===== src/rtl/lsu_mem_ctrl_if.sv =====
// Bundle of the LSU request, response and data-memory signals.
//   slave  : the load/store unit side (lsu_mem_ctrl)
//   master : the side that issues requests, consumes responses and
//            models the data memory (pipeline + memory, or a testbench)
// Signals:
//   req_*   request handshake from EX/MEM (valid/ready, store flag, funct3, addr, data)
//   resp_*  held response handshake to writeback (valid/ready, data, error)
//   mem_*   word-wide data memory port (rd/wr strobes, op, addr, wdata, registered rdata)
interface lsu_mem_ctrl_if #(
    parameter int ADDR_WIDTH = 32,
    parameter int DATA_WIDTH = 32
);
    logic                  req_valid;
    logic                  req_ready;
    logic                  req_is_store;
    logic [2:0]            req_op;
    logic [ADDR_WIDTH-1:0] req_addr;
    logic [DATA_WIDTH-1:0] req_wdata;

    logic                  resp_valid;
    logic                  resp_ready;
    logic [DATA_WIDTH-1:0] resp_rdata;
    logic                  resp_err;

    logic                  mem_rd_en;
    logic                  mem_wr_en;
    logic [2:0]            mem_op;
    logic [ADDR_WIDTH-1:0] mem_addr;
    logic [DATA_WIDTH-1:0] mem_wdata;
    logic [DATA_WIDTH-1:0] mem_rdata;

    modport slave (
        input  req_valid, req_is_store, req_op, req_addr, req_wdata,
        input  resp_ready, mem_rdata,
        output req_ready, resp_valid, resp_rdata, resp_err,
        output mem_rd_en, mem_wr_en, mem_op, mem_addr, mem_wdata
    );

    modport master (
        output req_valid, req_is_store, req_op, req_addr, req_wdata,
        output resp_ready, mem_rdata,
        input  req_ready, resp_valid, resp_rdata, resp_err,
        input  mem_rd_en, mem_wr_en, mem_op, mem_addr, mem_wdata
    );
endinterface


===== src/rtl/lsu_mem_ctrl.sv =====
// Load/store unit in front of the data memory. Takes one request at a time,
// checks op legality and alignment, and only ever issues word-aligned LW/SW
// accesses to memory. Sub-word loads are lane-selected and extended here;
// SB/SH are done as read-modify-write. Result is held on the response port
// until accepted.
// Ports:
//   clk    : clock
//   rst_n  : asynchronous active-low reset
//   bus    : lsu_mem_ctrl_if.slave (request, response, data memory port)
//
// state     | meaning
// ----------+--------------------------------------------------------
// IDLE      | ready for a request (req_ready=1)
// LD_RD     | load: word read strobe to memory
// LD_FMT    | load: capture read data, select lane, extend, register
// ST_WR     | SW: full-word write strobe
// RMW_RD    | SB/SH: read the containing word
// RMW_MRG   | SB/SH: merge store lane into read word, register
// RMW_WR    | SB/SH: write merged word
// RESP      | response held until resp_ready
module lsu_mem_ctrl #(
    parameter int ADDR_WIDTH = 32,
    parameter int DATA_WIDTH = 32
) (
    input logic            clk,
    input logic            rst_n,
    lsu_mem_ctrl_if.slave  bus
);

    typedef enum logic [2:0] {
        S_IDLE,
        S_LD_RD,
        S_LD_FMT,
        S_ST_WR,
        S_RMW_RD,
        S_RMW_MRG,
        S_RMW_WR,
        S_RESP
    } state_e;

    localparam logic [2:0] OP_WORD = 3'b010;

    state_e                state_q, state_d;
    logic                  alive_q;
    logic                  is_store_q, is_store_d;
    logic [2:0]            op_q, op_d;
    logic [ADDR_WIDTH-1:0] addr_q, addr_d;
    // Holds store data from accept; replaced by the merged word for SB/SH.
    logic [DATA_WIDTH-1:0] wdata_q, wdata_d;
    logic [DATA_WIDTH-1:0] rdata_q, rdata_d;
    logic                  err_q, err_d;

    logic                  accept;
    logic                  req_illegal;
    logic                  req_misal;
    logic                  req_err;
    logic [7:0]            byte_sel;
    logic [15:0]           half_sel;
    logic [DATA_WIDTH-1:0] ld_fmt;
    logic [DATA_WIDTH-1:0] st_merge;

    // Error decode on the incoming request
    always_comb begin
        req_illegal = 1'b0;
        req_misal   = 1'b0;
        if (bus.req_is_store) begin
            req_illegal = bus.req_op[2] | (bus.req_op[1:0] == 2'b11);
        end else begin
            req_illegal = (bus.req_op[1:0] == 2'b11) | (bus.req_op[2] & bus.req_op[1]);
        end
        case (bus.req_op[1:0])
            2'b01:   req_misal = bus.req_addr[0];
            2'b10:   req_misal = |bus.req_addr[1:0];
            default: req_misal = 1'b0;
        endcase
        req_err = req_illegal | req_misal;
    end

    // Lane extraction and merge against the registered memory read data
    always_comb begin
        byte_sel = bus.mem_rdata[{addr_q[1:0], 3'b000} +: 8];
        half_sel = bus.mem_rdata[{addr_q[1], 4'b0000} +: 16];
        case (op_q[1:0])
            2'b00:   ld_fmt = {{24{~op_q[2] & byte_sel[7]}}, byte_sel};
            2'b01:   ld_fmt = {{16{~op_q[2] & half_sel[15]}}, half_sel};
            default: ld_fmt = bus.mem_rdata;
        endcase

        st_merge = bus.mem_rdata;
        if (op_q[1:0] == 2'b00) begin
            st_merge[{addr_q[1:0], 3'b000} +: 8] = wdata_q[7:0];
        end else begin
            st_merge[{addr_q[1], 4'b0000} +: 16] = wdata_q[15:0];
        end
    end

    always_ff @(posedge clk or negedge rst_n) begin
        if (!rst_n) begin
            state_q    <= S_IDLE;
            alive_q    <= 1'b0;
            is_store_q <= 1'b0;
            op_q       <= '0;
            addr_q     <= '0;
            wdata_q    <= '0;
            rdata_q    <= '0;
            err_q      <= 1'b0;
        end else begin
            state_q    <= state_d;
            alive_q    <= 1'b1;
            is_store_q <= is_store_d;
            op_q       <= op_d;
            addr_q     <= addr_d;
            wdata_q    <= wdata_d;
            rdata_q    <= rdata_d;
            err_q      <= err_d;
        end
    end

    always_comb begin
        state_d    = state_q;
        is_store_d = is_store_q;
        op_d       = op_q;
        addr_d     = addr_q;
        wdata_d    = wdata_q;
        rdata_d    = rdata_q;
        err_d      = err_q;

        // alive_q keeps req_ready low while reset is asserted even though
        // the state register already sits in IDLE.
        bus.req_ready  = (state_q == S_IDLE) && alive_q;
        bus.mem_rd_en  = (state_q == S_LD_RD) || (state_q == S_RMW_RD);
        bus.mem_wr_en  = (state_q == S_ST_WR) || (state_q == S_RMW_WR);
        bus.mem_op     = (bus.mem_rd_en || bus.mem_wr_en) ? OP_WORD : 3'b000;
        bus.mem_addr   = {addr_q[ADDR_WIDTH-1:2], 2'b00};
        bus.mem_wdata  = bus.mem_wr_en ? wdata_q : '0;
        bus.resp_valid = (state_q == S_RESP);
        bus.resp_rdata = (state_q == S_RESP) ? rdata_q : '0;
        bus.resp_err   = (state_q == S_RESP) && err_q;

        accept = bus.req_valid && bus.req_ready;

        case (state_q)
            S_IDLE: begin
                if (accept) begin
                    is_store_d = bus.req_is_store;
                    op_d       = bus.req_op;
                    addr_d     = bus.req_addr;
                    wdata_d    = bus.req_wdata;
                    rdata_d    = '0;
                    err_d      = req_err;
                    if (req_err) begin
                        state_d = S_RESP;
                    end else if (!bus.req_is_store) begin
                        state_d = S_LD_RD;
                    end else if (bus.req_op == OP_WORD) begin
                        state_d = S_ST_WR;
                    end else begin
                        state_d = S_RMW_RD;
                    end
                end
            end
            S_LD_RD:   state_d = S_LD_FMT;
            S_LD_FMT: begin
                rdata_d = ld_fmt;
                state_d = S_RESP;
            end
            S_ST_WR:   state_d = S_RESP;
            S_RMW_RD:  state_d = S_RMW_MRG;
            S_RMW_MRG: begin
                wdata_d = st_merge;
                state_d = S_RMW_WR;
            end
            S_RMW_WR:  state_d = S_RESP;
            S_RESP: begin
                if (bus.resp_ready) begin
                    state_d = S_IDLE;
                end
            end
            default:   state_d = S_IDLE;
        endcase
    end

    // Only the lane/merge logic reads is_store indirectly via state; keep it
    // latched for visibility of the accepted request.
    logic unused_is_store;
    assign unused_is_store = is_store_q;

endmodule


===== src/flat_wrapper.sv =====
// flat-port wrapper written by rule: the top's interface ports become plain ports
module lsu_mem_ctrl_flat 
#(
    parameter int ADDR_WIDTH = 32,
    parameter int DATA_WIDTH = 32
)
  (clk, rst_n, bus_req_valid, bus_req_is_store, bus_req_op, bus_req_addr, bus_req_wdata, bus_resp_ready, bus_mem_rdata, bus_req_ready, bus_resp_valid, bus_resp_rdata, bus_resp_err, bus_mem_rd_en, bus_mem_wr_en, bus_mem_op, bus_mem_addr, bus_mem_wdata);
  lsu_mem_ctrl_if #(.ADDR_WIDTH(ADDR_WIDTH), .DATA_WIDTH(DATA_WIDTH)) bus_i ();
  input logic clk;
  input logic rst_n;
  input wire logic [$bits(bus_i.req_valid)-1:0] bus_req_valid;
  input wire logic [$bits(bus_i.req_is_store)-1:0] bus_req_is_store;
  input wire logic [$bits(bus_i.req_op)-1:0] bus_req_op;
  input wire logic [$bits(bus_i.req_addr)-1:0] bus_req_addr;
  input wire logic [$bits(bus_i.req_wdata)-1:0] bus_req_wdata;
  input wire logic [$bits(bus_i.resp_ready)-1:0] bus_resp_ready;
  input wire logic [$bits(bus_i.mem_rdata)-1:0] bus_mem_rdata;
  output wire logic [$bits(bus_i.req_ready)-1:0] bus_req_ready;
  output wire logic [$bits(bus_i.resp_valid)-1:0] bus_resp_valid;
  output wire logic [$bits(bus_i.resp_rdata)-1:0] bus_resp_rdata;
  output wire logic [$bits(bus_i.resp_err)-1:0] bus_resp_err;
  output wire logic [$bits(bus_i.mem_rd_en)-1:0] bus_mem_rd_en;
  output wire logic [$bits(bus_i.mem_wr_en)-1:0] bus_mem_wr_en;
  output wire logic [$bits(bus_i.mem_op)-1:0] bus_mem_op;
  output wire logic [$bits(bus_i.mem_addr)-1:0] bus_mem_addr;
  output wire logic [$bits(bus_i.mem_wdata)-1:0] bus_mem_wdata;
  assign bus_i.req_valid = bus_req_valid;
  assign bus_i.req_is_store = bus_req_is_store;
  assign bus_i.req_op = bus_req_op;
  assign bus_i.req_addr = bus_req_addr;
  assign bus_i.req_wdata = bus_req_wdata;
  assign bus_i.resp_ready = bus_resp_ready;
  assign bus_i.mem_rdata = bus_mem_rdata;
  assign bus_req_ready = bus_i.req_ready;
  assign bus_resp_valid = bus_i.resp_valid;
  assign bus_resp_rdata = bus_i.resp_rdata;
  assign bus_resp_err = bus_i.resp_err;
  assign bus_mem_rd_en = bus_i.mem_rd_en;
  assign bus_mem_wr_en = bus_i.mem_wr_en;
  assign bus_mem_op = bus_i.mem_op;
  assign bus_mem_addr = bus_i.mem_addr;
  assign bus_mem_wdata = bus_i.mem_wdata;
  lsu_mem_ctrl #(.ADDR_WIDTH(ADDR_WIDTH), .DATA_WIDTH(DATA_WIDTH)) u_core (.clk(clk), .rst_n(rst_n), .bus(bus_i));
endmodule

===== config.mk =====
export PLATFORM = sky130hd
export DESIGN_NAME = lsu_mem_ctrl_flat
export DESIGN_NICKNAME = d
export VERILOG_FILES = /design/src/rtl/lsu_mem_ctrl_if.sv /design/src/rtl/lsu_mem_ctrl.sv /design/src/flat_wrapper.sv
export SDC_FILE = /design/constraint.sdc
export NUM_CORES = 1
export LEC_CHECK = 0
export ABC_CLOCK_PERIOD_IN_PS = 1980
export CAP_MARGIN = 20
export CORE_MARGIN = 2
export CORE_UTILIZATION = 30
export CTS_CLUSTER_DIAMETER = 50
export CTS_CLUSTER_SIZE = 24
export DETAILED_ROUTE_END_ITERATION = 16
export PLACE_DENSITY = 0.62
export SYNTH_ARGS = -nofsm -noshare
export SYNTH_HDL_FRONTEND = slang
export SYNTH_SLANG_ARGS = --single-unit

===== constraint.sdc =====
create_clock -name clk -period 1.98 [get_ports clk]
set_input_delay 0.198 -clock clk [delete_from_list [all_inputs] [get_ports clk]]
set_output_delay 0.198 -clock clk [all_outputs]
set_load 0.005 [all_outputs]

==> results of run 1 <==
worst min path at each step:
stage	end	from	slack (ps)	cells past startpoint
after detailed placement	u_core.rdata_q[1]	rst_n	160	1
after global placement	u_core.rdata_q[1]	rst_n	160	1
after global routing	u_core.rdata_q[9]	rst_n	350	2
after floorplan	u_core.addr_q[0]	rst_n	-100	0
final	u_core.rdata_q[1]	rst_n	300	2
after CTS	u_core.rdata_q[1]	rst_n	330	2
cells in the final DEF, fill, tap and decap left out, types with 3 or more instances in the layout:
cell type        instances
a21oi_1                 22
a221o_1                 19
a221oi_1                14
a222oi_1                 7
a22oi_1                  5
a2bb2oi_1                8
a31oi_1                  9
a32oi_1                  9
and2_1                  35
and3_1                  33
buf_12                   8
buf_4                   57
clkbuf_16               10
clkbuf_2                 4
clkdlybuf4s15_1          9
clkdlybuf4s50_1        137
conb_1                   5
dfrtp_1                102
dlygate4sd2_1           42
dlymetal6s2s_1          10
ha_1                     8
inv_1                   11
mux2_2                   8
nand2_1                142
nor2_1                  13
nor3_1                   4
o21a_1                   3
o21ai_0                 40
o221a_2                  3
o221ai_1                 5
o2bb2ai_1                7
cells by family after synthesis:
family / synth area share (%)
simple gates: 20.6
compound gates: 21.9
flops: 45.0
buf+inv: 8.72
mux: 1.73
fa+ha+maj: 1.73
other cells: 0.130
xor+xnor: 0.152
Yosys cell counts, types with 9 or more instances:
cell type and number:
a21oi_1 23, and2_1 35, a221o_1 19, o21ai_0 40, and3_1 33, buf_4 34
nand2_1 143, inv_1 12, a221oi_1 16, buf_2 10, nor2_1 14, dfrtp_1 104
a32oi_1 9, a31oi_1 9, clkbuf_1 33
state kept, by name, summed over array words and instances (netlist names):
name,flops
u_core.addr_q,32
u_core.rdata_q,32
u_core.wdata_q,32
u_core.op_q,3
u_core.state_q,3
u_core.alive_q,1
u_core.err_q,1
layout make-up:
type / instances / area share (%)
Clock buffer: 9 / 2.57
Clock inverter: 7 / 0.986
Inverter: 13 / 0.586
Multi-Input combinational cell: 442 / 31.5
Sequential cell: 104 / 29.8
Tap cell: 260 / 3.72
Timing Repair Buffer: 273 / 30.9
through the flow:
step	setup TNS, ps	power (W)	instance area (sq um)
2_1_floorplan	0	0.00711	5790
3_3_place_gp	0	0.0106	8180
3_5_place_dp	0	0.0107	8180
4_1_cts	-1730	0.0129	8660
5_1_grt	-2550	0.0140	8750
6_report	-917	0.0131	8750
critical path, delay by kind of cell, from the launching register on:
| kind | cells | cell delay [ps] |
|---|---|---|
| flops | 1 | 470 |
| buf+inv | 2 | 670 |
| xor+xnor | 1 | 210 |
| simple gates | 1 | 200 |
power groups by stage:
stage	Combinational (W)	Sequential, W	Clock [W]
floorplan	0.00365	0.00345	0
global placement	0.00689	0.00371	0
detailed placement	0.00696	0.00372	0
CTS	0.00727	0.00367	0.00195
global route	0.00811	0.00381	0.00203
finish	0.00747	0.00370	0.00192
routing by layer:
layer / vias to the layer above / part of all wire [%]
met5: - / 0
met2: 209 / 47
met4: 0 / 2.4
met3: 35 / 6.0
li1: 2655 / -
met1: 2717 / 44
repair_timing:
action                                  CTS  global route
endpoints found under the setup margin   70            57
resized for setup                        71            28
cloned                                    3             1
pin swaps                                 0             1
setup buffers                            12             1
hold buffers                              1             0
hold endpoints to repair                 27             0
==> summary.txt, run 1 <==
Synth
  – Mapped Cells: around 640
  – Post-synth EDFFs: 0
  – YS warnings: 0
  – Register area share after synthesis: around 45%
  – Number of synthesized register bits: between 100 and 150
  – Synth top area cells: dfrtp_1 45%, nand2_1 9.3%, buf_4 4.4%
  – Mean Syn Cell Area: about 9.1 sq um
  – Primary FF master, synth: dfrtp_1
  – Async set-reset flop share out of synthesis: 100%
  – Synth Cell Area: ~5800 sq um
  – Top cell type's share of synthesized area: 45.0%
  – Synth cell types: 56
  – Yosys top cell by area: dfrtp_1

Die
  – Core Area: about 19000 sq um
  – I/O Pins: 208
  – # rows: 50
  – Starting Density: between 30% and 40%
  – Horiz. Die Dim: between 100 and 150 microns
  – Die footprint: between 20000 and 25000 sq um
  – Die Span Y: approximately 140 microns

Status
  – Status: finished, violations left
  – Failing checks: negative setup slack

Worst setup path
  – R2R Setup Slk: approximately 90 ps
  – Worst r2r path cells: 5
  – Largest stage delay, worst path: a little over 500 ps
  – CP Class: reg2out
  – Reg-to-reg endpoint: u_core.rdata_q[28]
  – Max FO, Critical Path: 18
  – Required @ worst endpoint: around 1800 ps
  – Crit path DAT: about 1900 ps
  – Cells along the critical path: xor2_4, buf_12, and3_1, clkdlybuf4s50_1
  – CP endpoint kind: output port
  – Crit. Startpoint: u_core.state_q[2]
  – Crit path capture: bus_mem_wdata[20]
  – CP max-delay cell: clkdlybuf4s50_1
  – Startpoint Class: flip-flop
  – RR Startpoint: u_core.state_q[0]

Timing
  – Final WS setup: -141 ps
  – Slew HR: between 60 and 70%
  – RSZ-0062 raised after global routing: true
  – Final Cycle Share: 107%
  – Fmax: roughly 0.47 GHz
  – Final setup vio count: 21
  – Worst-Margin Slew: 539 ps
  – Final Hold Viols: 0
  – Minimum clock period: about 2100 ps
  – Hold_ws: 304 ps
  – Worst clock skew: just under 6 ps
  – Max Slew Vio Count: 0

Global routing
  – Largest net degree at the start of global routing: slightly above 60
  – First-pass GRT wire length: between 30000 and 40000 microns
  – Busiest grt layer: met2
  – Total GRT Usage: 20.3%
  – Overflow after GRT: 0
  – Initial antenna violation count: 0
  – Vias in the first global route: approximately 5500
  – M2 GR Usage: roughly a third
  – Met1 Resource Use GR: 27.1%
  – GR Layer Usage met3: about 4%

Place
  – Placed cells: about 1100
  – Routability cong.: just under 0.9
  – PortBufs: 203
  – Place WS: 37.6 ps
  – Post-DP HPWL: roughly 15000 microns

Clock tree
  – TritonCTS clock tree: done
  – Num CTS Buffers: 9
  – Worst-Skew Late Latency: 360 ps
  – Root buffer cell: clkbuf_16
  – Clock slew at reported path FFs: roughly 80 ps
  – Clk buf depth: 2
  – CTS Sinks: roughly 100
  – H-tree depth: 3

Route
  – Iteration-0 DRC Markers: about 460
  – DR WL/cell: between 15 and 20 microns
  – First-pass DRT Iterations: 5
  – Post-DRT Antenna Nets: 0
  – Vias/cell: around 5.1
  – Post-Route WL: about 21000 microns
  – Post-route DRC violation count: 0
  – Via count: 5616

Final layout
  – FILL cells: 1819
  – Final nets: around 960
  – Post-layout util: between 40% and 50%
  – FF+latch area: around 2600 sq um
  – Antenna cells: 0
  – Cell Count, Final, Fillers Out: between 1000 and 1500
  – Area Growth Syn to Fin: 51.4%
  – Share of layout cells above drive strength 1: between 10% and 20%
  – Area of the multi-input gates: 2760 sq um

Min path
  – Hold Crit Class: in2async

Pwr
  – Peak VDD IR: about 0.53 mV
  – Switching part of the total: between 30% and 40%
  – Net Sw Power: between 0.004 and 0.005 W
  – Pint: around 0.0081 W
  – Clock share of power: 14.7%
  – Flop pwr share: around 28%
  – P per Cell Area: between 1000 and 1500 nW/um^2
  – Comb power frac: between 50% and 60%
  – P_leak: approximately 4.2 nW

Flow run
  – Max-cap violation count: 0
Power figures use the tool's default switching activity.
==> run 2: changes to the inputs <==
--- a/config.mk
+++ b/config.mk
@@ -7,7 +7,6 @@
 export LEC_CHECK = 0
 export ABC_CLOCK_PERIOD_IN_PS = 1980
 export CAP_MARGIN = 20
-export CORE_MARGIN = 2
 export CORE_UTILIZATION = 30
 export CTS_CLUSTER_DIAMETER = 50
 export CTS_CLUSTER_SIZE = 24
==> summary.txt, run 2 (synthesis results as in run 1) <==
Status
  – Status: finished, violations left
  – Failing checks: negative setup slack

Timing
  – Setup TNS Final: -183 ps (+734 ps)
  – Max Slew Vio Count: 0 (unchanged)
  – Final setup vio count: 4 (-81%)
  – RSZ-0062 raised after global routing: true
  – Minimum clock period: 2040 ps (-82.7 ps)
  – Fmax: 0.491 GHz (+4.1%)
  – Hold_ws: 328 ps (+24.2 ps)
  – Final Cycle Share: 103% (-4.2 points)
  – Slew HR: 61.5% (-2.3 points)
  – Final Hold Viols: 0 (unchanged)
  – Worst-Margin Slew: 573 ps (+34.3 ps)
  – Worst clock skew: 12.1 ps (+6.28 ps)
  – Final WS setup: -58.2 ps (+82.7 ps)

Place
  – Routability cong.: 0.849 (-4.0%)
  – Post-DP HPWL: 15300 microns (-0.48%)
  – Placed cells: 1048 (-2.4%)
  – PortBufs: 203 (unchanged)

Pwr
  – P per Cell Area: 1490 nW/um^2 (-0.52%)
  – Clock share of power: 14.9% (+0.2 points)
  – Switching part of the total: 38.8% (+0.82 points)
  – Comb power frac: 55.9% (-1.1 points)
  – Pint: 0.00783 W (-3.6%)
  – Peak VDD IR: 0.598 mV (+13%)
  – Net Sw Power: 0.00496 W (-0.16%)
  – Flop pwr share: 29.2% (+0.9 points)
  – P_leak: 4.32 nW (+4.1%)
  – Total power: 0.0128 W (-2.3%)

Final layout
  – Post-layout util: 45.8% (-0.67 points)
  – Share of layout cells above drive strength 1: 17.4% (+2.9 points)
  – FILL cells: 1863 (+2.4%)
  – Commonest non-fill, non-tap cell in the layout: nand2_1
  – Final nets: 946 (-0.94%)
  – Top Registers: u_core.addr_q (32), u_core.rdata_q (32), u_core.wdata_q (32)
  – Area of the multi-input gates: 2780 sq um (+0.73%)
  – Cell Count, Final, Fillers Out: 1074 (-3.1%)
  – Commonest cells after routing, fill and taps aside: 143 x nand2_1, 137 x clkdlybuf4s50_1, 100 x dfrtp_1
  – FF+latch area: 2610 sq um (about the same)
  – Area Growth Syn to Fin: 48.7%

Global routing
  – Total GRT Usage: 20.5% (+0.19 points)
  – First-pass GRT wire length: 30800 microns (-1.8%)
  – Vias in the first global route: 5433 (-0.40%)
  – Overflow after GRT: 0 (unchanged)
  – Largest net degree at the start of global routing: 44 (-29%)
  – Initial antenna violation count: 1 (+1)

Route
  – Post-Route WL: 20900 microns (-1.4%)
  – Post-DRT Antenna Nets: 0 (unchanged)
  – Post-route DRC violation count: 0 (unchanged)
  – DR WL/cell: 19.5 microns (+1.7%)
  – Iteration-0 DRC Markers: 401 (-12%)
  – Vias/cell: 5.34 (+5.3%)
  – Via count: 5732 (+2.1%)
  – First-pass DRT Iterations: 7 (+2)

Die
  – Starting Density: 30.8% (+0.10 points)
  – I/O Pins: 208 (unchanged)
  – Core Area: 18800 sq um (-0.33%)
  – # rows: 50 (unchanged)
  – Die footprint: 19800 sq um (-2.8%)
  – Die Span Y: 141 microns (-1.4%)
  – Horiz. Die Dim: 141 microns (-1.4%)

Worst setup path
  – CP max-delay cell: clkdlybuf4s50_1
  – CP Class: reg2out
  – R2R Setup Slk: 90 ps (about the same)
  – Max FO, Critical Path: 33 (+15)
  – CP endpoint kind: output port
  – Crit path DAT: 1840 ps (-80 ps)
  – Cell family with most CP delay: buffers and inverters
  – Required @ worst endpoint: 1780 ps (about the same)
  – Crit path buf inv count: 3 (+1)
  – Startpoint Class: flip-flop
  – Cells along the critical path: nand3_2, inv_2, buf_12, and2_1, clkdlybuf4s50_1
  – Largest stage delay, worst path: 490 ps (-20 ps)

Clock tree
  – Clk buf depth: 2 (unchanged)
  – Worst-Skew Late Latency: 360 ps (about the same)
  – H-tree depth: 3 (unchanged)
  – TritonCTS clock tree: done
  – CTS Sinks: 104 (unchanged)
  – Root buffer cell: clkbuf_16
  – Num CTS Buffers: 9 (unchanged)
  – Clock slew at reported path FFs: 80 ps (about the same)

Min path
  – Hold Crit Class: in2async

Flow run
  – Max-cap violation count: 0 (unchanged)
## run 2: changes by cell type in the layout (fill, tap and decap cells not counted), moves of 3 or more
cell,previous run,this run
clkdlybuf4s15_1,9,0
a221oi_1,14,11
dlymetal6s2s_1,10,32
dlygate4sd2_1,42,3
buf_4,57,49
and3_4,0,3
a221oi_2,2,5
clkbuf_2,4,30
and3_1,33,30
## run 2: path summary, 6_finish.rpt
path	cells after the start	from	end
setup reg to reg	6	u_core.addr_q[0]	u_core.rdata_q[26]
min in group clk	3	bus_req_addr[24]	u_core.addr_q[24]
setup / recovery	5	u_core.state_q[2]	bus_resp_rdata[12]
hold / removal	2	rst_n	u_core.state_q[1]
hold reg to reg	2	u_core.addr_q[14]	u_core.addr_q[14]
max in group asynchronous	3	rst_n	u_core.wdata_q[30]
## run 2: what timing repair did
action / CTS / global route
hold endpoints to repair: 29 / 0
hold buffers: 1 / 0
resized for setup: 36 / 110
pin swaps: 0 / 1
gates cloned: 0 / 2
setup buffers: 0 / 6
endpoints found under the setup margin: 69 / 70
## run 2: cell type report
cell class                      instances  share of cell area, %
Antenna cell                            1                 0.0291
Clock buffer                            9                   2.62
Clock inverter                          7                  0.975
Inverter                               13                  0.568
Multi-Input combinational cell        442                   32.3
Sequential cell                       104                   30.3
Tap cell                              234                   3.41
Timing Repair Buffer                  264                   29.8
## run 2: metrics by stage
stage	instance area (sq um)	worst slack, ps
after floorplan	5790	166
after global placement	8160	65.8
after detailed placement	8160	70.4
after CTS	8440	-162
after global routing	8600	-149
final	8600	-58.2
## run 2: power by group through the flow
stage          clock [W]  combinational (W)  sequential, W
2_1_floorplan          0            0.00365        0.00345
3_3_place_gp           0            0.00692        0.00371
3_5_place_dp           0            0.00699        0.00372
4_1_cts          0.00195            0.00668        0.00369
5_1_grt          0.00201            0.00777        0.00384
6_report         0.00191            0.00715        0.00373
## run 2: metal layers
| layer | GRT usage [%] | part of all wire, % | vias to the layer above |
|---|---|---|---|
| li1 | - | - | 2644 |
| met1 | 27.4 | 44 | 2786 |
| met2 | 33.2 | 47 | 266 |
| met3 | 3.40 | 6.6 | 36 |
| met4 | 8.18 | 2.7 | 0 |
| met5 | 0 | 0 | - |
## run 2: worst reg2reg max path, stage by stage (launching register included)
cell and delay (ps):
dfrtp_1 380, buf_4 160, or3_1 320, or2_1 260
a2111oi_4 370, buf_12 200, a221o_1 130
==> run 3: changes to the inputs <==
--- a/config.mk
+++ b/config.mk
@@ -9,7 +9,6 @@
 export CAP_MARGIN = 20
 export CORE_UTILIZATION = 30
 export CTS_CLUSTER_DIAMETER = 50
-export CTS_CLUSTER_SIZE = 24
 export DETAILED_ROUTE_END_ITERATION = 16
 export PLACE_DENSITY = 0.62
 export SYNTH_ARGS = -nofsm -noshare
==> results of run 3 <==
No change in the layout: final DEF, timing and power equal those of run 2.
